$ cat src/rtl/mon_fifo_pkg.sv
// mon_fifo_pkg
//   Shared definitions for the monitor data FIFO controller:
//   - arb_state_e : encoding of the two-state write/read arbiter
//   - DEF_DW/DEF_AW : default data and RAM address widths
package mon_fifo_pkg;

  typedef enum logic {
    WR_PRI = 1'b0,
    RD_PRI = 1'b1
  } arb_state_e;

  localparam int DEF_DW = 18;
  localparam int DEF_AW = 11;

endpackage

$ cat src/rtl/mon_fifo_arb.sv
// mon_fifo_arb
//   Two-state arbiter between the FIFO writer and reader for the single RAM
//   port. Writes normally win. A write that wins over a pending read hands
//   priority to the read for the next cycle, so continuous contention
//   alternates W,R,W,R and the reader cannot starve.
// Ports:
//   clk, rst  : clock, synchronous active-high reset (state -> WR_PRI)
//   wr_ok     : write request eligible (requested and FIFO not full)
//   rd_ok     : read request eligible (requested and FIFO not empty)
//   wr_gnt    : write granted this cycle
//   rd_gnt    : read granted this cycle (never together with wr_gnt)
//   state     : current arbiter state, exposed for debug
module mon_fifo_arb
  import mon_fifo_pkg::*;
(
  input  logic       clk,
  input  logic       rst,
  input  logic       wr_ok,
  input  logic       rd_ok,
  output logic       wr_gnt,
  output logic       rd_gnt,
  output arb_state_e state
);

  arb_state_e state_q;
  arb_state_e state_d;

  always_ff @(posedge clk) begin
    if (rst) state_q <= WR_PRI;
    else     state_q <= state_d;
  end

  // RD_PRI lasts exactly one cycle whatever happens in it; it only exists
  // to pay back a read that lost to a write.
  always_comb begin
    state_d = state_q;
    case (state_q)
      WR_PRI:  if (wr_ok && rd_ok) state_d = RD_PRI;
      RD_PRI:  state_d = WR_PRI;
      default: state_d = WR_PRI;
    endcase
  end

  always_comb begin
    wr_gnt = 1'b0;
    rd_gnt = 1'b0;
    case (state_q)
      WR_PRI: begin
        wr_gnt = wr_ok;
        rd_gnt = rd_ok & ~wr_ok;
      end
      RD_PRI: begin
        rd_gnt = rd_ok;
        wr_gnt = wr_ok & ~rd_ok;
      end
      default: ;
    endcase
  end

  assign state = state_q;

endmodule

$ cat src/rtl/mon_fifo_ctl.sv
// mon_fifo_ctl
//   Parametrised monitor data FIFO controller. Keeps read/write pointers,
//   arbitrates one external single-port synchronous RAM between writer and
//   reader and reports fill level / flags to the capture logic.
// Parameters: DW data width, AW RAM address width (depth 2**AW),
//   AFULL_TH almost_full threshold (level >= AFULL_TH).
// Ports:
//   clk, rst               : clock, synchronous active-high reset
//   wrreq/wrack/wdata      : write request (held until wrack), accept, data
//   rdreq/rdack            : read request (held until rdack), accept
//   rvalid/rdata           : read data, valid the cycle after rdack
//   ram_ce/ram_we/ram_addr/ram_wdata/ram_rdata : external RAM port
//   empty/full/almost_full/level : FIFO status
//   arb_state              : arbiter state for debug (0 = WR_PRI, 1 = RD_PRI)
// Optional (macro MON_FIFO_STAT_EN):
//   stat_clr : clears ovf/udf/hwm (a same-cycle set condition wins)
//   ovf      : sticky, wrreq seen while full
//   udf      : sticky, rdreq seen while empty
//   hwm      : highest level seen since last clear
module mon_fifo_ctl
  import mon_fifo_pkg::*;
#(
  parameter int DW       = DEF_DW,
  parameter int AW       = DEF_AW,
  parameter int AFULL_TH = 2**AW - 16
) (
  input  logic          clk,
  input  logic          rst,
  input  logic          wrreq,
  output logic          wrack,
  input  logic [DW-1:0] wdata,
  input  logic          rdreq,
  output logic          rdack,
  output logic          rvalid,
  output logic [DW-1:0] rdata,
  output logic          ram_ce,
  output logic          ram_we,
  output logic [AW-1:0] ram_addr,
  output logic [DW-1:0] ram_wdata,
  input  logic [DW-1:0] ram_rdata,
  output logic          empty,
  output logic          full,
  output logic          almost_full,
  output logic [AW:0]   level,
  output logic          arb_state
`ifdef MON_FIFO_STAT_EN
  ,
  input  logic          stat_clr,
  output logic          ovf,
  output logic          udf,
  output logic [AW:0]   hwm
`endif
);

  localparam logic [AW:0] PTR_ONE   = (AW+1)'(1);
  localparam logic [AW:0] AFULL_LVL = AFULL_TH[AW:0];

  // Pointers carry one extra wrap bit so full and empty are distinguishable
  // when the address bits coincide.
  logic [AW:0] wptr_q, wptr_d;
  logic [AW:0] rptr_q, rptr_d;
  logic        rvalid_q;
  logic        wr_ok, rd_ok;
  logic        wr_gnt, rd_gnt;
  arb_state_e  state;

  assign empty       = (wptr_q == rptr_q);
  assign full        = (wptr_q[AW-1:0] == rptr_q[AW-1:0]) && (wptr_q[AW] != rptr_q[AW]);
  assign level       = wptr_q - rptr_q;
  assign almost_full = (level >= AFULL_LVL);

  assign wr_ok = wrreq & ~full;
  assign rd_ok = rdreq & ~empty;

  mon_fifo_arb u_arb (
    .clk    (clk),
    .rst    (rst),
    .wr_ok  (wr_ok),
    .rd_ok  (rd_ok),
    .wr_gnt (wr_gnt),
    .rd_gnt (rd_gnt),
    .state  (state)
  );

  assign arb_state = state;
  assign wrack     = wr_gnt;
  assign rdack     = rd_gnt;

  // RAM port: idle cycles park the address on the read pointer.
  assign ram_ce    = wr_gnt | rd_gnt;
  assign ram_we    = wr_gnt;
  assign ram_addr  = wr_gnt ? wptr_q[AW-1:0] : rptr_q[AW-1:0];
  assign ram_wdata = wdata;

  assign rvalid = rvalid_q;
  assign rdata  = ram_rdata;

  always_comb begin
    wptr_d = wptr_q;
    rptr_d = rptr_q;
    if (wr_gnt) wptr_d = wptr_q + PTR_ONE;
    if (rd_gnt) rptr_d = rptr_q + PTR_ONE;
  end

  always_ff @(posedge clk) begin
    if (rst) begin
      wptr_q   <= '0;
      rptr_q   <= '0;
      rvalid_q <= 1'b0;
    end else begin
      wptr_q   <= wptr_d;
      rptr_q   <= rptr_d;
      rvalid_q <= rd_gnt;
    end
  end

`ifdef MON_FIFO_STAT_EN
  logic        ovf_q, ovf_d;
  logic        udf_q, udf_d;
  logic [AW:0] hwm_q, hwm_d;

  // Clear first, then apply set conditions so a same-cycle event survives.
  always_comb begin
    ovf_d = stat_clr ? 1'b0 : ovf_q;
    udf_d = stat_clr ? 1'b0 : udf_q;
    hwm_d = stat_clr ? '0 : hwm_q;
    if (wrreq && full)  ovf_d = 1'b1;
    if (rdreq && empty) udf_d = 1'b1;
    if (level > hwm_d)  hwm_d = level;
  end

  always_ff @(posedge clk) begin
    if (rst) begin
      ovf_q <= 1'b0;
      udf_q <= 1'b0;
      hwm_q <= '0;
    end else begin
      ovf_q <= ovf_d;
      udf_q <= udf_d;
      hwm_q <= hwm_d;
    end
  end

  assign ovf = ovf_q;
  assign udf = udf_q;
  assign hwm = hwm_q;
`endif

endmodule

$ cat config.mk
export PLATFORM = sky130hd
export DESIGN_NAME = mon_fifo_ctl
export DESIGN_NICKNAME = d
export VERILOG_FILES = /design/src/rtl/mon_fifo_pkg.sv /design/src/rtl/mon_fifo_arb.sv /design/src/rtl/mon_fifo_ctl.sv
export SDC_FILE = /design/constraint.sdc
export NUM_CORES = 1
export LEC_CHECK = 0
export ABC_AREA = 1
export BUFFER_PORTS_ARGS = -buffer_cell sky130_fd_sc_hd__buf_4
export CAP_MARGIN = 10
export CORE_UTILIZATION = 35
export CTS_BUF_LIST = sky130_fd_sc_hd__clkbuf_8
export DETAILED_ROUTE_END_ITERATION = 7
export HOLD_SLACK_MARGIN = 0.08
export PLACE_DENSITY = 0.71
export REMOVE_ABC_BUFFERS = 1
export SYNTH_ARGS = -nofsm -noshare
export SYNTH_HDL_FRONTEND = slang
export SYNTH_SLANG_ARGS = --single-unit
$ cat constraint.sdc
create_clock -name clk -period 2.4 [get_ports clk]
set_input_delay 0.12 -clock clk [delete_from_list [all_inputs] [get_ports clk]]
set_output_delay 0.12 -clock clk [all_outputs]
set_load 0.05 [all_outputs]
==> impl_results.md, run 1 <==
- Hold depth: 3
- Detail Route Antenna Nets: 0
- Final min period: 2423 ps
- Cells after DPL: between 500 and 600
- Path depth of the worst reg2reg path: 12
- Row cnt: 30
- YS warnings: 0
- Critical Path Most Common Cell: nand2_4
- R2r setup slk: 350 ps
- Clock Latency Late Sink: between 200 and 300 ps
- Die Y: about 88 um
- Worst slew margin: 64.17%
- First-pass GRT wire length: between 10 and 15 mm
- Initial antenna violation count: 0
- Startpoint types: flop
- DP HPWL: about 6.4 mm
- 1st-iter DRT viols: approximately 250
- Overall die width: 87.96 um
- Worst-path cell chain: inv_4 -> ha_4 -> nand2_4 -> nor2_4 -> nand3_4 -> o21ai_4 -> nand2_4 -> nand2_8 -> nand2_1 -> o21ai_2 -> buf_6
- CP Capture Type: output port
- Final instance area: 0.003493 mm2
- Reg clk slew, reported paths: 90 ps
- Max frequency: roughly 0.41 GHz
- Most frequent cells in the layout: nand2_1 (103), buf_4 (65), inv_1 (39), nand3_1 (39)
- Final-report hold violation count: 0
- # IOs: ~110
- Final Skew: about 3.1 ps
- Maximum VDD drop: slightly below 0.0002 V
- Final Non-Filler Cells: 551
- Residual DRC count: 0
- Vias in the first global route: 2637
- Total placed instance area: around 0.0028 mm2
- MaxCap Viol Count: 0
- Inserted Clock Buffers: 3
- Yosys cell types: 28
- Setup TNS: -22.97 ps
- Family with the most delay on the worst path: simple AND/OR/NAND/NOR gates
- Setup Viol. Count Final: 1
- GRT overflow: 0
- Power after layout: a little under 2000 uW
- Register area share after synthesis: around a fifth
- Clk Tree Root Cell: clkbuf_8
- CP max stage cell: dfxtp_2
- Post-synthesis cell area: between 0.002 and 0.003 mm2
- Slew @ Worst Pin: around 530 ps
- Core area: between 0.006 and 0.007 mm2
- Max stage delay on crit path: 370 ps
- Mapped Cells: 418
- Failing checks: negative setup slack
- Worst r2r src: rptr_q[7]$_SDFFE_PP0P_
- Bufs on Longest Clock Path: 2
- Total Wirelength: around 9.6 mm
- Via count: between 2000 and 3000
- CP Buf/Inv Count: 2
- #FFs+latches synth: 26
- GRT Overall Usage: about a quarter
- HP Start: rdreq
- Max-slew violation count: 0
- Worst setup slack after layout: -22.97 ps
- Starting density of the core: 37.04%
- Number of port buffers: 35
- Global placer's final weighted congestion: ~0.94
- Hold Path Class: primary input to flop
- Hold endpoint: u_arb.state$_SDFF_PP0_
- CTS tree: done
- CP startpoint: rptr_q[7]$_SDFFE_PP0P_
- DR WL/cell: around 17 um
- Worst path required time: roughly 2300 ps
- Power Density: 566.9 mW/mm2
- Htree depth: 1
- Crit path DAT: about 2300 ps
- Largest net degree at the start of global routing: 25
- Layout cells sized above 1: 34.95%
- Area grow syn2layout: 35.07%
- TritonRoute pass-1 iters: 4
- Crit path kind: flop to output port
- Avg Inst Size Synth: between 6 and 7 um2
- Die area: roughly 0.0077 mm2
- Worst-path maximum fanout: 9
- RR Endpoint: rptr_q[6]$_SDFFE_PP0P_
- Via density: around 5.3
- CTS sink cnt: 26
- Final period utilization: 101.0%
- Status: complete, but fails checks
- Fillers: between 600 and 700
- Diodes inserted: 0
- P_leak: 0.001585 uW
- Commonest non-fill, non-tap cell in the layout: nand2_1
- Nets@finish: 510
[cells in the mapped netlist]
cell | n | area [um2]
o21ai_1 | 10 | 50.05
buf_4 | 42 | 315.3
nor3_1 | 11 | 55.05
nor2_1 | 29 | 108.9
inv_1 | 50 | 187.7
xor2_2 | 1 | 16.27
nand4_1 | 7 | 43.79
dfxtp_1 | 26 | 520.5
nor2_2 | 2 | 12.51
inv_2 | 2 | 7.510
nand2_4 | 2 | 22.52
nand3b_1 | 2 | 15.01
nand3_1 | 43 | 215.2
nand2_2 | 2 | 12.51
fa_1 | 1 | 20.02
xor2_1 | 17 | 148.9
o21a_1 | 1 | 7.510
clkbuf_1 | 4 | 15.01
buf_6 | 1 | 11.26
xnor2_1 | 3 | 26.28
ha_1 | 13 | 162.7
o21ai_0 | 4 | 20.02
buf_2 | 2 | 10.01
or2_2 | 1 | 6.260
o21ai_2 | 1 | 8.760
a21oi_1 | 28 | 140.1
and2_1 | 1 | 6.260
nand2_1 | 112 | 420.4
[power breakdown]
| part | switching [uW] | internal (uW) | total, uW |
|---|---|---|---|
| sequential | 14.6 | 447 | 462 |
| combinational | 828 | 403 | 1230 |
| clock | 140 | 147 | 287 |
| total | 983 | 997 | 1980 |
[timing repair]
item / 4_1_cts / 5_1_grt
setup endpoints to repair: 17 / 18
buffers inserted: 7 / 8
cloned: 2 / 2
resized for setup: 44 / 53
hold buffers: 0 / 0
hold endpoints to repair: 0 / 0
pin swaps: 6 / 17
[stage by stage]
| step | setup slack [ps] | utilization, % | hold slack [ps] |
|---|---|---|---|
| global placement | 90.55 | 40.50 | 240.4 |
| CTS | 0.6111 | 45.93 | 137.7 |
| floorplan | -455.7 | - | 189.1 |
| detailed placement | 80.53 | 40.50 | 240.4 |
| global route | -78.71 | 50.04 | 137.3 |
| finish | -22.97 | 50.04 | 137.0 |
[kinds of logic (layout without fill, tap and decap cells)]
family | count (synthesis) | count (layout) | synth area share, %
fa+ha+maj | 14 | 14 | 7.064
compound gates | 44 | 44 | 8.757
simple gates | 212 | 215 | 35.51
flops | 26 | 26 | 20.13
buf+inv | 101 | 135 | 21.14
xor+xnor | 21 | 21 | 7.402
[state kept, by name, indices dropped and copies added, names as in the netlist]
signal,cells
u_arb.state,1
wptr_q,12
rptr_q,12
rvalid,1
[worst register-to-register path, stage by stage, from the launching register on]
cell,delay (ps)
dfxtp_2,370
inv_4,60
ha_4,280
nand2_4,60
nor2_4,140
nand3_4,120
nor2_4,120
nor2_4,50
nand2_4,170
buf_4,160
bufbuf_16,260
nand3_1,70
a21oi_1,140
[area by class of cell]
type	count	area (um2)	share of cell area (%)
tap	96	120.1	3.438
clock buffer	4	55.05	1.576
inverter	52	202.7	5.802
sequential	26	538.0	15.40
timing repair buffer	79	684.4	19.59
multi-input combinational	294	1893	54.19
[layer usage]
metal / up-vias / GRT usage, % / wire (um) / share of wire, %
li1: 1374 / - / - / -
met1: 1364 / 27.67 / 3822 / 40
met2: 151 / 37.77 / 4421 / 46
met3: 28 / 10.74 / 1030 / 11
met4: 2 / 7.154 / 297 / 3.1
met5: - / 7.143 / 39 / 0.41
[worst max path at each step]
stage | end | cells after the start | slack [ps]
floorplan | ram_addr[10] | 10 | -460
detailed placement | rdack | 12 | 80
CTS | ram_addr[3] | 12 | 0.6
global route | ram_addr[7] | 11 | -80
finish | ram_addr[7] | 11 | -20
global placement | ram_addr[5] | 11 | 90
No activity file was read; power rests on OpenSTA's default activity.
==> inputs of run 2 (changes only) <==
--- a/config.mk
+++ b/config.mk
@@ -13,7 +13,7 @@
 export DETAILED_ROUTE_END_ITERATION = 7
 export HOLD_SLACK_MARGIN = 0.08
 export PLACE_DENSITY = 0.71
-export REMOVE_ABC_BUFFERS = 1
+export RECOVER_POWER = 50
 export SYNTH_ARGS = -nofsm -noshare
 export SYNTH_HDL_FRONTEND = slang
 export SYNTH_SLANG_ARGS = --single-unit
==> run 2 against run 1 <==
Effect of this change: the run still ends with negative setup slack left; total power increased by 7.2%; via count increased by 1.6%; clock-buffer cell count is 1 lower; global-route usage is 2.7 points lower; maximum frequency about the same; critical path depth increased by 2; first-iteration DRC count rose by 19%; setup slack improved by 1.9 ps; hold slack gained 56 ps; clock skew grew 0.74 ps; largest power group unchanged; highest routed layer is now met4.
==> impl_results.md, run 2 (synthesis results as in run 1) <==
- DR WL/cell: 15.86 um (was 17.44 um)
- Clock Latency Late Sink: 290 ps (was 280 ps)
- Via density: 5.214 (was 5.298)
- Internal Power: 1104 uW (was 997.0 uW)
- Hold depth: 2 (was 3)
- Power Density: 576.2 mW/mm2 (was 566.9 mW/mm2)
- Worst setup slack after layout: -21.05 ps (was -22.97 ps)
- Fillers: 626 (was 688)
- Total Wirelength: 9.022 mm (was 9.611 mm)
- Syn nets: between 400 and 500
- Inserted Clock Buffers: 3 (unchanged)
- Worst slew margin: 56.65% (was 64.17%)
- Residual DRC count: 0 (unchanged)
- Comb pwr share: 60.1% (was 62.2%)
- Hold Path Class: primary input to flop (unchanged)
- R2r setup slk: 240 ps (was 350 ps)
- CTS tree: done (unchanged)
- Setup Viol. Count Final: 4 (was 1)
- Core area: 0.006982 mm2 (unchanged)
- Initial antenna violation count: 0 (unchanged)
- Biggest regs: rptr_q: 12 flops, wptr_q: 12 flops (unchanged)
- HP Start: rst (was rdreq)
- Final period utilization: 100.9% (was 101.0%)
- Vias in the first global route: 2809 (was 2637)
- CP startpoint: rptr_q[8]$_SDFFE_PP0P_ (was rptr_q[7]$_SDFFE_PP0P_)
- First-pass GRT wire length: 12.61 mm (was 13.60 mm)
- RR Endpoint: rptr_q[4]$_SDFFE_PP0P_ (was rptr_q[6]$_SDFFE_PP0P_)
- Max stage delay on crit path: 370 ps (about the same)
- Final min period: 2421 ps (was 2423 ps)
- DP HPWL: 5.636 mm (was 6.440 mm)
- RSZ-0062 raised after global routing: true
- Htree depth: 1 (unchanged)
- Worst-path maximum fanout: 6 (was 9)
- MaxCap Viol Count: 0 (unchanged)
- P_leak: 0.001686 uW (was 0.001585 uW)
- Row cnt: 30 (unchanged)
- CP max stage cell: dfxtp_2 (unchanged)
- Psw: 1020 uW (was 983.4 uW)
- CTS sink cnt: 26 (unchanged)
- Overall die width: 87.96 um (unchanged)
- TritonRoute pass-1 iters: 6 (was 4)
- Global placer's final weighted congestion: 0.9109 (was 0.9398)
- Failing checks: negative setup slack (unchanged)
- Die Y: 87.96 um (unchanged)
- Layout cells sized above 1: 37.63% (was 34.95%)
- Bufs on Longest Clock Path: 2 (unchanged)
- GRT Overall Usage: 20.89% (was 23.61%)
- Clk Tree Root Cell: clkbuf_8 (unchanged)
- Detail Route Antenna Nets: 0 (unchanged)
- Slew @ Worst Pin: 645.3 ps (was 533.4 ps)
- Register share of total power: 21.7% (was 23.3%)
- Worst r2r src: rptr_q[8]$_SDFFE_PP0P_ (was rptr_q[7]$_SDFFE_PP0P_)
- Worst-path cell chain: inv_4 -> ha_4 -> nand2_4 -> nor2_4 -> nand3_4 -> o21ai_4 -> nand2_2 -> nand2_4 -> buf_12 -> clkbuf_16 -> nand2_4 -> o21ai_4 -> buf_6 (was inv_4 -> ha_4 -> nand2_4 -> nor2_4 -> nand3_4 -> o21ai_4 -> nand2_4 -> nand2_8 -> nand2_1 -> o21ai_2 -> buf_6)
- Largest net degree at the start of global routing: 25 (unchanged)
- GRT overflow: 0 (unchanged)
- Crit path DAT: 2300 ps (about the same)
- Via count: 2967 (was 2919)
- Maximum VDD drop: 0.0003338 V (was 0.0001942 V)
- Critical Path Most Common Cell: nand2_4 (unchanged)
- Cells after DPL: 533 (was 528)
- Die area: 0.007737 mm2 (unchanged)
- Area grow syn2layout: 42.53% (was 35.07%)
- Final Skew: 3.886 ps (was 3.148 ps)
- Path depth of the worst reg2reg path: 13 (was 12)
- Reg clk slew, reported paths: 100 ps (was 90 ps)
- Startpoint types: flop (unchanged)
- Status: complete, but fails checks (unchanged)
- Most frequent cells in the layout: nand2_1 (102), buf_4 (75), nand3_1 (39) (was nand2_1 (103), buf_4 (65), inv_1 (39), nand3_1 (39))
- Power after layout: 2124 uW (was 1980 uW)
- # IOs: 108 (unchanged)
- Hold Buf Count CTS: 0 (unchanged)
- Diodes inserted: 0 (unchanged)
- Clk pwr share: 18.2% (was 14.5%)
- Max-slew violation count: 0 (unchanged)
- Number of port buffers: 35 (unchanged)
- Max frequency: 0.4130 GHz (was 0.4127 GHz)
- Hold endpoint: rptr_q[2]$_SDFFE_PP0P_ (was u_arb.state$_SDFF_PP0_)
- 1st-iter DRT viols: 292 (was 245)
- Commonest non-fill, non-tap cell in the layout: nand2_1 (unchanged)
- Final-report hold violation count: 0 (unchanged)
- Nets@finish: 528 (was 510)
- Final Non-Filler Cells: 569 (was 551)
- Crit path kind: flop to output port (unchanged)
- Worst path required time: 2280 ps (about the same)
- Starting density of the core: 37.04% (unchanged)
- CP Capture Type: output port (unchanged)
- Sw frac: 48.02% (was 49.66%)
run 2: per-layer routing:
layer	vias up	global-route usage (%)	share of wire, %
met5	-	0	0
met4	0	11.03	5.1
met3	54	3.487	7.2
met2	161	36.93	50
met1	1350	24.05	38
li1	1402	-	-
run 2: power groups by stage:
stage	clock network, uW	registers, uW	logic (uW)
5_1_grt	402	463	1340
2_1_floorplan	0	480	914
3_5_place_dp	0	466	1040
4_1_cts	389	459	1170
3_3_place_gp	0	465	1030
6_report	387	461	1280
run 2: critical path: cells and delay by family, from the launching register on:
kind | cells | cell delay, ps
buffers and inverters | 4 | 520
flip-flops | 1 | 370
adder cells (fa/ha/maj) | 1 | 280
AO/OA/AOI/OAI | 2 | 230
AND/OR/NAND/NOR | 6 | 590
run 2: final cells by class:
class                           instances  area, um2  share of cell area (%)
Timing Repair Buffer                   99      887.1                   24.07
Sequential cell                        26      536.8                   14.56
Multi-Input combinational cell        292       1859                   50.44
Clock inverter                          1      30.03                  0.8147
Clock buffer                            3      41.29                   1.120
Tap cell                               96      120.1                   3.259
Inverter                               52      211.5                   5.737
run 2: metrics by stage:
step | instance area (um2) | setup slack (ps) | TNS, ps | util (%) | hold WS [ps]
floorplan | 2629 | 4.424 | 0 | - | 189.1
global placement | 2918 | 160.7 | 0 | 41.79 | 240.3
finish | 3686 | -21.05 | -60.80 | 52.80 | 192.7
CTS | 3402 | 0.4059 | 0 | 48.73 | 178.5
detailed placement | 2918 | 95.78 | 0 | 41.79 | 240.3
global route | 3686 | -71.54 | -433.6 | 52.80 | 188.1
run 2: repair_timing:
| item | in CTS | in global routing |
|---|---|---|
| gates cloned | 2 | 2 |
| buffers inserted | 15 | 13 |
| endpoints found under the setup margin | 16 | 16 |
| resized for setup | 54 | 40 |
| pin swaps | 14 | 16 |
run 2: worst max path at each step:
stage / slack (ps) / to / cells after the start
global placement: 160 / almost_full / 14
floorplan: 4 / ram_addr[1] / 12
global route: -70 / ram_addr[5] / 13
detailed placement: 100 / almost_full / 14
CTS: 0.4 / ram_addr[2] / 12
finish: -20 / ram_addr[4] / 13
